## config.mk

```make
export PLATFORM = sky130hd
export DESIGN_NAME = seg_scan_capture
export DESIGN_NICKNAME = d
export VERILOG_FILES = /design/src/rtl/seg_pkg.sv /design/src/rtl/seg_pattern_to_digit.sv /design/src/rtl/seg_scan_capture.sv
export SDC_FILE = /design/constraint.sdc
export NUM_CORES = 1
export LEC_CHECK = 0
export CAP_MARGIN = 5
export CORE_UTILIZATION = 43
export CTS_CLUSTER_SIZE = 40
export DETAILED_ROUTE_END_ITERATION = 10
export GPL_ROUTABILITY_DRIVEN = 0
export RECOVER_POWER = 25
export SLEW_MARGIN = 20
export SYNTH_ARGS = -nofsm -noshare
export SYNTH_HDL_FRONTEND = slang
export SYNTH_SLANG_ARGS = --single-unit
```

## constraint.sdc

```tcl
create_clock -name clk -period 4.9 [get_ports clk]
set_clock_uncertainty 0.2 [all_clocks]
set_input_delay 0.49 -clock clk [delete_from_list [all_inputs] [get_ports clk]]
set_output_delay 0.49 -clock clk [all_outputs]
set_load 0.01 [all_outputs]
```

## src/rtl/seg_pkg.sv

```systemverilog
// Shared constants and types for the seven-segment readback path.
// Segment patterns are active-low with bit0=a ... bit6=g.
package seg_pkg;

    localparam logic [6:0] SEG_0     = 7'b1000000;
    localparam logic [6:0] SEG_1     = 7'b1111001;
    localparam logic [6:0] SEG_2     = 7'b0100100;
    localparam logic [6:0] SEG_3     = 7'b0110000;
    localparam logic [6:0] SEG_4     = 7'b0011001;
    localparam logic [6:0] SEG_5     = 7'b0010010;
    localparam logic [6:0] SEG_6     = 7'b0000010;
    localparam logic [6:0] SEG_7     = 7'b1111000;
    localparam logic [6:0] SEG_8     = 7'b0000000;
    localparam logic [6:0] SEG_9     = 7'b0010000;
    localparam logic [6:0] SEG_BLANK = 7'b1111111;
    localparam logic [6:0] SEG_A     = 7'b0001000;
    localparam logic [6:0] SEG_B     = 7'b0000011;
    localparam logic [6:0] SEG_C     = 7'b1000110;
    localparam logic [6:0] SEG_D     = 7'b0100001;
    localparam logic [6:0] SEG_E     = 7'b0000110;
    localparam logic [6:0] SEG_F     = 7'b0001110;

    typedef struct packed {
        logic [3:0] code;
        logic       blank;
        logic       err;
    } slot_t;

    typedef enum logic {
        WAIT,
        LOCKED
    } state_t;

endpackage

```

## src/rtl/seg_pattern_to_digit.sv

```systemverilog
// Combinational segment-pattern to code/blank/err lookup.
// Hex letters A..F are recognised only when SEG_HEX_DECODE_EN is defined.
module seg_pattern_to_digit
    import seg_pkg::*;
(
    input  logic [6:0] i_seg,
    output slot_t      o_result
);

    always_comb begin
        o_result = '{code: 4'd0, blank: 1'b0, err: 1'b0};
        case (i_seg)
            SEG_0:     o_result.code = 4'd0;
            SEG_1:     o_result.code = 4'd1;
            SEG_2:     o_result.code = 4'd2;
            SEG_3:     o_result.code = 4'd3;
            SEG_4:     o_result.code = 4'd4;
            SEG_5:     o_result.code = 4'd5;
            SEG_6:     o_result.code = 4'd6;
            SEG_7:     o_result.code = 4'd7;
            SEG_8:     o_result.code = 4'd8;
            SEG_9:     o_result.code = 4'd9;
            SEG_BLANK: o_result.blank = 1'b1;
`ifdef SEG_HEX_DECODE_EN
            SEG_A:     o_result.code = 4'd10;
            SEG_B:     o_result.code = 4'd11;
            SEG_C:     o_result.code = 4'd12;
            SEG_D:     o_result.code = 4'd13;
            SEG_E:     o_result.code = 4'd14;
            SEG_F:     o_result.code = 4'd15;
`endif
            default:   o_result.err = 1'b1;
        endcase
    end

endmodule

```

## src/rtl/seg_scan_capture.sv

```systemverilog
// Recovers digit codes from a multiplexed active-low seven-segment bus and
// presents complete frames on a valid/ready output. Hex decode: SEG_HEX_DECODE_EN.
module seg_scan_capture
    import seg_pkg::*;
#(
    parameter int NUM_DIGITS    = 4,
    parameter int STABLE_CYCLES = 8
) (
    input  logic                    clk,
    input  logic                    rst_n,
    input  logic [6:0]              seg_in,
    input  logic [NUM_DIGITS-1:0]   an_in,
    output logic [4*NUM_DIGITS-1:0] out_digits,
    output logic [NUM_DIGITS-1:0]   out_blank,
    output logic [NUM_DIGITS-1:0]   out_err,
    output logic                    out_valid,
    input  logic                    out_ready
);

    localparam logic [7:0] CNT_MAX = 8'(STABLE_CYCLES - 1);

    logic [6:0]              r_seg;
    logic [NUM_DIGITS-1:0]   r_an;
    logic [7:0]              r_cnt;
    state_t                  r_state;
    state_t                  w_nextState;
    logic                    w_changed;
    logic                    w_stable;
    logic [NUM_DIGITS-1:0]   w_anLow;
    logic                    w_anValid;
    logic                    w_capture;
    slot_t                   w_decoded;
    slot_t                   r_slots [NUM_DIGITS];
    logic [NUM_DIGITS-1:0]   r_seen;
    logic                    w_load;
    logic [4*NUM_DIGITS-1:0] r_outDigits;
    logic [NUM_DIGITS-1:0]   r_outBlank;
    logic [NUM_DIGITS-1:0]   r_outErr;
    logic                    r_outValid;

    assign w_changed = (seg_in != r_seg) || (an_in != r_an);
    assign w_stable  = (r_cnt == CNT_MAX);
    assign w_anLow   = ~r_an;
    assign w_anValid = (w_anLow != '0) &&
                       ((w_anLow & (w_anLow - NUM_DIGITS'(1))) == '0);
    assign w_load    = (&r_seen) && (!r_outValid || out_ready);

    seg_pattern_to_digit u_decode (
        .i_seg    (r_seg),
        .o_result (w_decoded)
    );

    always_ff @(posedge clk) begin
        if (!rst_n) begin
            r_seg <= '0;
            r_an  <= '0;
            r_cnt <= '0;
        end else begin
            r_seg <= seg_in;
            r_an  <= an_in;
            if (w_changed)
                r_cnt <= '0;
            else if (!w_stable)
                r_cnt <= r_cnt + 8'd1;
        end
    end

    always_ff @(posedge clk) begin
        if (!rst_n)
            r_state <= WAIT;
        else
            r_state <= w_nextState;
    end

    // A capture whose input changes on the same edge must stay in WAIT so the
    // new value can still be captured once it settles.
    always_comb begin
        w_nextState = r_state;
        case (r_state)
            WAIT:    if (w_stable && w_anValid && !w_changed) w_nextState = LOCKED;
            LOCKED:  if (w_changed) w_nextState = WAIT;
            default: w_nextState = WAIT;
        endcase
    end

    always_comb begin
        w_capture = (r_state == WAIT) && w_stable && w_anValid;
    end

    always_ff @(posedge clk) begin
        if (!rst_n) begin
            r_seen <= '0;
            for (int i = 0; i < NUM_DIGITS; i++)
                r_slots[i] <= '0;
        end else begin
            r_seen <= (w_load ? '0 : r_seen) | (w_capture ? w_anLow : '0);
            for (int i = 0; i < NUM_DIGITS; i++)
                if (w_capture && w_anLow[i])
                    r_slots[i] <= w_decoded;
        end
    end

    // A pending frame loads as soon as the output register is free or being drained.
    always_ff @(posedge clk) begin
        if (!rst_n) begin
            r_outDigits <= '0;
            r_outBlank  <= '0;
            r_outErr    <= '0;
            r_outValid  <= 1'b0;
        end else if (w_load) begin
            for (int i = 0; i < NUM_DIGITS; i++) begin
                r_outDigits[4*i +: 4] <= r_slots[i].code;
                r_outBlank[i]         <= r_slots[i].blank;
                r_outErr[i]           <= r_slots[i].err;
            end
            r_outValid <= 1'b1;
        end else if (r_outValid && out_ready) begin
            r_outValid <= 1'b0;
        end
    end

    assign out_digits = r_outDigits;
    assign out_blank  = r_outBlank;
    assign out_err    = r_outErr;
    assign out_valid  = r_outValid;

endmodule

```

# After elaboration in Yosys (flattened, before gate mapping)
# Memory sizes are Yosys's and may differ from the RTL's. A register that Yosys moved wholly into a read port is not among the register bits.
# Cells that the tools add are included.
[word_totals]
register_bits = 25
ram_bits = 24
output_inout_bits = 25
mem_count = 1
[classes]
n_addsub = 2
eq_ne = 13
mux = 27
bitwise_logic = 9
n_reduce_logical = 26
[memory_table]
columns = ["name", "depth", "width", "read_ports", "rd_clocked_by_memory_dff", "wr", "line_no", "source"]
rows = [
  ["r_slots", 4, 6, 4, 4, 4, "seg_scan_capture.sv:33", "slot_t r_slots [NUM_DIGITS];"],
]
[ops]
columns = ["op", "n"]
rows = [
  ["case mux 4 bit (9 select lines)", 1],
  ["equality test 7 bit (second input constant)", 4],
  ["two-way mux 6 bit", 4],
  ["equality test 7 x 5 -> 1 bit (second input constant)", 3],
  ["two-way mux 1 bit", 19],
  ["equality test 7 x 6 -> 1 bit (second input constant)", 2],
  ["logical AND 1 bit", 11],
  ["OR reduction 11 bit", 1],
  ["adder 8 x 1 -> 8 bit (second input constant)", 1],
  ["equality test 8 x 3 -> 1 bit (second input constant)", 1],
  ["two-way mux 4 bit", 2],
  ["equality test 7 x 2 -> 1 bit (second input constant)", 1],
  ["logical NOT 7 bit", 1],
  ["!= test 7 bit", 1],
  ["logical NOT 1 bit", 6],
  ["AND 4 bit", 1],
  ["logical NOT 4 bit", 1],
  ["!= test 4 bit", 1],
  ["inverter 4 bit", 1],
  ["bitwise OR 1 bit", 4],
  ["bitwise OR 4 bit", 1],
  ["AND reduction 4 bit", 1],
  ["nonzero test 4 bit", 1],
  ["subtractor 4 x 1 -> 4 bit (second input constant)", 1],
  ["other kinds (5)", 7],
]

# Logic depth before layout (Yosys ltp)
# Gate-level depths: netlist of run 1.
[depth]
ltp_word = 11
depth_mapped = 6
depth_no_buf = 5

# Hierarchy
# Synthesis of run 1 repeated with hierarchy kept, for this count alone.
[unflattened]
cells_unflattened = 287
hier_area_um2 = 3069.2
[modules_own_cells]
columns = ["mod", "instances", "cells_each", "area_each_um2"]
rows = [
  ["seg_scan_capture", 1, 259, 2877.8],
  ["seg_pattern_to_digit", 1, 28, 191.4],
]

# Least setup slack after synthesis of run 1
# OpenSTA, ideal clock, no wires.
[synth_path]
path_type = "register to register"
from = "reg r_cnt[3]"
to = "mem r_slots[0][0] in the netlist's numbering, enable pin"
setup_ps = 357
arrival_time_ps = 1688
path_slack_ps = 2656
stages_incl_launch_ff = 6
synth_period_minus_slack_ps = 2244
path_cell_list = "dfxtp_1 -> or4_4 -> nor3_4 -> buf_6 -> nand3b_2 -> o21ai_1"
[synth_lines]
columns = ["element", "line_no", "source"]
rows = [
  ["from (decl)", "seg_scan_capture.sv:24", "logic [7:0] r_cnt;"],
  ["from (signal assigned)", "seg_scan_capture.sv:64", "r_cnt <= r_cnt + 8'd1;"],
  ["to (decl)", "seg_scan_capture.sv:33", ""],
]

==> flow_summary.toml, run 1 <==
[clocking]
max-clock-path-buffers = 2
cts_buffers = 9
cts_tree = "done"
postCtsSetupBuffers = 0
path_clk_slew_ps = 90
clock_latency_ps = 340
cts_hold_buf = 0
ctsResizeCount = 0
cts.root.buffer_cell = "clkbuf_8"
htree_levels = 3
cts.sinks = 73

[hold_path]
hp-class = "register to register"
hold_depth = 2

[outcome]
failed_checks = "max-capacitance violations, max-slew violations"
run_status = "finished, violations left"

[layout]
multi_input_area_um2 = 1245
nets = 354
nFillCells = 649
final_common_cell = "nand2_1"
drive_gt1_frac = 0.07849
syn_to_final_growth_pct = 21.95
ff_latch_area_um2 = 1702
n_antenna_cell = 0
final_cell_mix = "nand2_1 (57), dfxtp_1 (49), nor2_1 (31), clkdlybuf4s50_1 (27)"

[synth]
synthDistinctLibCells = 44
synth_warnings = 0
synth-simple-area-share = 0.2540
synth-async-reset-ratio = 0
syn-num-nets = 323
ys_seq_area_frac = 0.5590
yosys.area_share.adder = 0.004110
synth_xor_area_frac = 0.05754
syn_area_per_cell_um2 = 9.884
synth_cells = 308
ys_seq_elements = 73
synth_compound_area_frac = 0.09001
synth_area_um2 = 3044
synth_ff_type = "dfxtp_1"
synth_edf_count = 24
synthMuxAreaShare = 0.003288
synth_top_family_by_area = "simple AND/OR/NAND/NOR gates"

[worst_setup_path]
critical_path_class = "input port to register"
worstPathRequired_ps = 4880
cp_max_fo = 47
reg2reg_depth = 4
crit_path_end_kind = "register"
arrival_ps = 3120
reg2reg_setup_slack_ps = 2230
startpoint_type = "input port"

[sta]
slew_viol_final = 48
fmax_mhz = 319.0
rsz0062_at_grt = "false"
setup_tns_ps = 0
holdWs_ps = 256.5
min_period_over_period = 0.6397
hold_viol = 0
tightest_slew_ps = 1636
finalCriticalPeriod_ps = 3135
slew_headroom = -0.09073
setup_viol = 0

[die]
fp.dieW_um = 86.14
io_pins = 39
rows = 30
die-area_um2 = 7420
core_area_um2 = 6832
initial_core_util = 0.4456
die_h_um = 86.14

[drt]
drtIter0Drc = 91
postRouteAntennaNets = 0
drt-total-wl_um = 5516
dr.pass1.iters = 4
viasPerCell = 4.891
vias = 2152
wl_per_cell_um = 12.54
drc = 0

[run]
max-cap-violations = 1

[global_routing]
grt_remaining_overflow = 0
track_usage = 0.1696
antenna_found_initial = 0
grt_max_degree = 48
grt_pass1_wl_um = 9687
grt_pass1_vias = 2103

[power_and_ir_drop]
power_density_nw_per_um2 = 339.0
peakVddDrop_v = 0.0001597
p_leak_uw = 0.001304

[place]
portBuffers = 38
place_hpwl_um = 3787
-- logic make-up (layout without fill, tap and decap cells) --
kind of cell | count (synthesis) | in the layout
adder cells (fa/ha/maj) | 1 | 1
buffers and inverters | 22 | 58
AO/OA/AOI/OAI | 39 | 39
XOR/XNOR | 20 | 20
multiplexers | 1 | 1
flip-flops | 73 | 73
AND/OR/NAND/NOR | 152 | 152
-- registers in the layout, summed over array words and instances, names as in the netlist --
register,cells
r_state,1
r_seg,7
r_seen,4
r_slots,24
out_blank,4
out_valid,1
r_cnt,8
out_digits,16
out_err,4
r_an,4
-- worst max-delay path: stages --
cell,delay (ps)
dlygate4sd3_1,520
clkbuf_1,1180
and3b_1,410
nand4_1,290
nor3_1,220
-- where the power goes --
group / leakage, µW / internal, µW / switching, µW
clock network: 0.000124 / 324 / 236
registers: 0.000655 / 633 / 12.3
logic: 0.000525 / 28.2 / 26.1
total: 0.00130 / 985 / 274
-- cell type report --
class	instances	area share
Inverter	2	0.002022
Sequential cell	73	0.4584
Tap cell	96	0.03236
Clock inverter	6	0.02629
Clock buffer	10	0.04011
Timing Repair Buffer	40	0.1055
Multi-Input combinational cell	213	0.3354
-- cell usage after synthesis (2+ instances only) --
master / number / area [µm²]
clkbuf_1: 11 / 41.29
buf_2: 6 / 30.03
and2_1: 11 / 68.82
edfxtp_1: 24 / 720.7
and3b_1: 2 / 17.52
nand3_1: 9 / 45.04
xor2_1: 6 / 52.55
nand3b_1: 3 / 22.52
nor4b_1: 2 / 17.52
a21oi_1: 3 / 15.01
nor4_1: 2 / 12.51
o21ai_1: 4 / 20.02
nor3b_1: 2 / 15.01
o21ai_0: 2 / 10.01
nand4b_1: 2 / 17.52
nand2_1: 57 / 214.0
dfxtp_1: 49 / 980.9
nor2_1: 31 / 116.4
a21boi_0: 24 / 180.2
or3_1: 2 / 12.51
inv_1: 2 / 7.510
nand4_1: 7 / 43.79
nor2b_1: 5 / 31.28
or2_2: 2 / 12.51
nor3_1: 7 / 35.03
buf_1: 2 / 7.510
xnor2_1: 14 / 122.6
-- stage by stage --
stage / total power [µW] / utilization / instances / setup WS (ps) / instance area (µm²)
finish: 1259 / 0.5434 / 440 / 1765 / 3712
global route: 1304 / 0.5434 / 440 / 1347 / 3712
CTS: 1274 / 0.5440 / 440 / 2217 / 3716
detailed placement: 713.8 / 0.5079 / 424 / 2232 / 3470
global placement: 713.5 / 0.5079 / 424 / 2290 / 3470
floorplan: 692.2 / - / 308 / 2656 / 3044
-- routing by layer --
layer | up-vias | wire, µm | global-route usage
li1 | 1109 | - | -
met1 | 986 | 2622 | 0.2079
met2 | 51 | 2617 | 0.2872
met3 | 6 | 184 | 0.03176
met4 | 0 | 91 | 0.08182
met5 | - | 0 | 0
-- path summary, 6_finish.rpt --
kind | start | end
min reg2reg | r_seen[2]$_SDFF_PN0_ | r_seen[2]$_SDFF_PN0_
min | r_seen[2]$_SDFF_PN0_ | r_seen[2]$_SDFF_PN0_
max reg2reg | r_cnt[3]$_SDFFE_PP0P_ | r_slots[0][2]$_SDFFCE_PN0P_
max | rst_n | r_slots[1][0]$_SDFFCE_PN0P_
Note: power is estimated with default switching activity, not from simulation.
==> inputs of run 2 (changes only) <==
--- a/config.mk
+++ b/config.mk
@@ -10,6 +10,7 @@
 export CTS_CLUSTER_SIZE = 40
 export DETAILED_ROUTE_END_ITERATION = 10
 export GPL_ROUTABILITY_DRIVEN = 0
+export PLACE_DENSITY = 0.67
 export RECOVER_POWER = 25
 export SLEW_MARGIN = 20
 export SYNTH_ARGS = -nofsm -noshare
==> constraint.sdc (replaced) <==
create_clock -name clk -period 2.5 [get_ports clk]
set_clock_uncertainty 0.2 [all_clocks]
set_input_delay 0.25 -clock clk [delete_from_list [all_inputs] [get_ports clk]]
set_output_delay 0.25 -clock clk [all_outputs]
set_load 0.01 [all_outputs]
==> run 2 against run 1 <==
The flow now finishes without violations. Global-route usage shrank 0.39 points. Cell area is 0.51% higher. Non-clock buffer count is 1 higher. Final cell count rose by 0.23%. Via count increased by 1.6%. Clock power is 100% higher. Total power rose by 98%. Sequential share of layout area down 0.23 points. Worst hold slack about the same. Flip-flop and latch count unchanged. First-iteration DRC count down 29%. Register-to-register slack got worse by 2000 ps. Critical endpoint is now r_slots[3][3]$_SDFFCE_PN0P_.
==> flow_summary.toml, run 2 (synthesis gave the netlist of run 1 again) <==
[outcome]
run_status = "completed"

[sta]
slew_viol_final = 0
tightest_slew_ps = 678.3
rsz0062_at_grt = "false"
setup_viol = 0
fmax_mhz = 442.3
holdWs_ps = 256.3
slew_headroom = 0.5430
hold_viol = 0
finalCriticalPeriod_ps = 2261
min_period_over_period = 0.9043
setup_tns_ps = 0

[clocking]
clock_latency_ps = 350
cts_hold_buf = 0
max-clock-path-buffers = 2
cts.root.buffer_cell = "clkbuf_8"
path_clk_slew_ps = 70
cts_tree = "done"
ctsResizeCount = 0
postCtsSetupBuffers = 0
cts_buffers = 9
htree_levels = 3
cts.sinks = 73

[global_routing]
grt_pass1_wl_um = 9273
grt_pass1_vias = 2052
grt_max_degree = 34
grt_remaining_overflow = 0
track_usage = 0.1657
antenna_found_initial = 0

[power_and_ir_drop]
p_leak_uw = 0.001335
power_density_nw_per_um2 = 669.0
peakVddDrop_v = 0.0003255

[drt]
vias = 2186
viasPerCell = 4.957
wl_met3_um = 202
drtIter0Drc = 65
wl_met2_um = 2571
wl_per_cell_um = 12.32
highest_layer = "met4"
postRouteAntennaNets = 0
drt-total-wl_um = 5435
drc = 0
met1Wirelength_um = 2475
dr.pass1.iters = 4

[hold_path]
hp-class = "register to register"

[run]
max-cap-violations = 0

[worst_setup_path]
r2r_end = "r_slots[3][3]$_SDFFCE_PN0P_"
cp_max_fo = 6
startpoint_type = "register"
reg2reg_depth = 4
arrival_ps = 2050
worstPathRequired_ps = 2290
crit_path_end_kind = "register"
reg2reg_setup_slack_ps = 240
critPathCapture = "r_slots[3][3]$_SDFFCE_PN0P_"
critical_path_class = "register to register"
setup.worst_path.start = "r_cnt[3]$_SDFFE_PP0P_"
worstReg2RegStart = "r_cnt[3]$_SDFFE_PP0P_"

[layout]
nFillCells = 627
stdcell_area_um2 = 3731
largest_reg_flops = 24
top_register = "r_slots"
final_cell_mix = "nand2_1 (57), dfxtp_1 (49), nor2_1 (31), a21boi_0 (24), edfxtp_1 (24)"
fin_cells = 441
n_antenna_cell = 0
postLayoutCoreUtil = 0.5462
syn_to_final_growth_pct = 22.56
drive_gt1_frac = 0.08116
nets = 355
final_common_cell = "nand2_1"

[place]
portBuffers = 38
place_hpwl_um = 3883
dpl-instance-area_um2 = 3477
dp_cells = 425

[die]
die_h_um = 86.14
core_area_um2 = 6832
die-area_um2 = 7420
fp.dieW_um = 86.14
initial_core_util = 0.4456
rows = 30
io_pins = 39
==> run 2: where the power goes <==
part	leakage (µW)	switching (µW)	total, µW	internal [µW]
combinational	0.000550	49.2	104	54.7
sequential	0.000655	24.9	1270	1240
clock	0.000130	422	1130	705
==> run 2: how the worst min path moves through the flow <==
| stage | startpoint | end | slack (ps) | cells after the start |
|---|---|---|---|---|
| after floorplan | an_in[0] | r_an[0]$_SDFF_PN0_ | 180 | 1 |
| after global placement | r_seen[2]$_SDFF_PN0_ | r_seen[2]$_SDFF_PN0_ | 240 | 2 |
| after detailed placement | r_seen[3]$_SDFF_PN0_ | r_seen[3]$_SDFF_PN0_ | 250 | 2 |
| after CTS | r_seen[3]$_SDFF_PN0_ | r_seen[3]$_SDFF_PN0_ | 260 | 2 |
| after global routing | out_digits[3]$_SDFFE_PN0P_ | out_digits[3]$_SDFFE_PN0P_ | 280 | 2 |
| final | r_seen[3]$_SDFF_PN0_ | r_seen[3]$_SDFF_PN0_ | 260 | 2 |
==> run 2: per-layer routing <==
| layer | track usage | vias to the layer above |
|---|---|---|
| li1 | - | 1111 |
| met1 | 0.1973 | 1003 |
| met2 | 0.2727 | 53 |
| met3 | 0.04042 | 19 |
| met4 | 0.09545 | 0 |
| met5 | 0 | - |
==> run 2: area by class of cell <==
type	instances	area, µm²	share of cell area
Sequential cell	73	1702	0.4561
Multi-Input combinational cell	213	1245	0.3337
Timing Repair Buffer	41	400.4	0.1073
Clock buffer	12	187.7	0.05030
Tap cell	96	120.1	0.03219
Clock inverter	4	68.82	0.01844
Inverter	2	7.507	0.002012
==> run 2: critical path: stages, from the launching register on <==
cell and delay, ps:
dfxtp_1 350, or4_4 540, nor3_4 210, nand3b_2 150, o21ai_1 460
==> run 2: through the flow <==
stage          power [µW]  setup WS (ps)
3_5_place_dp         1398          252.0
2_1_floorplan        1357          255.5
4_1_cts              2523          237.9
5_1_grt              2584          154.7
3_3_place_gp         1396          305.7
6_report             2496          239.3
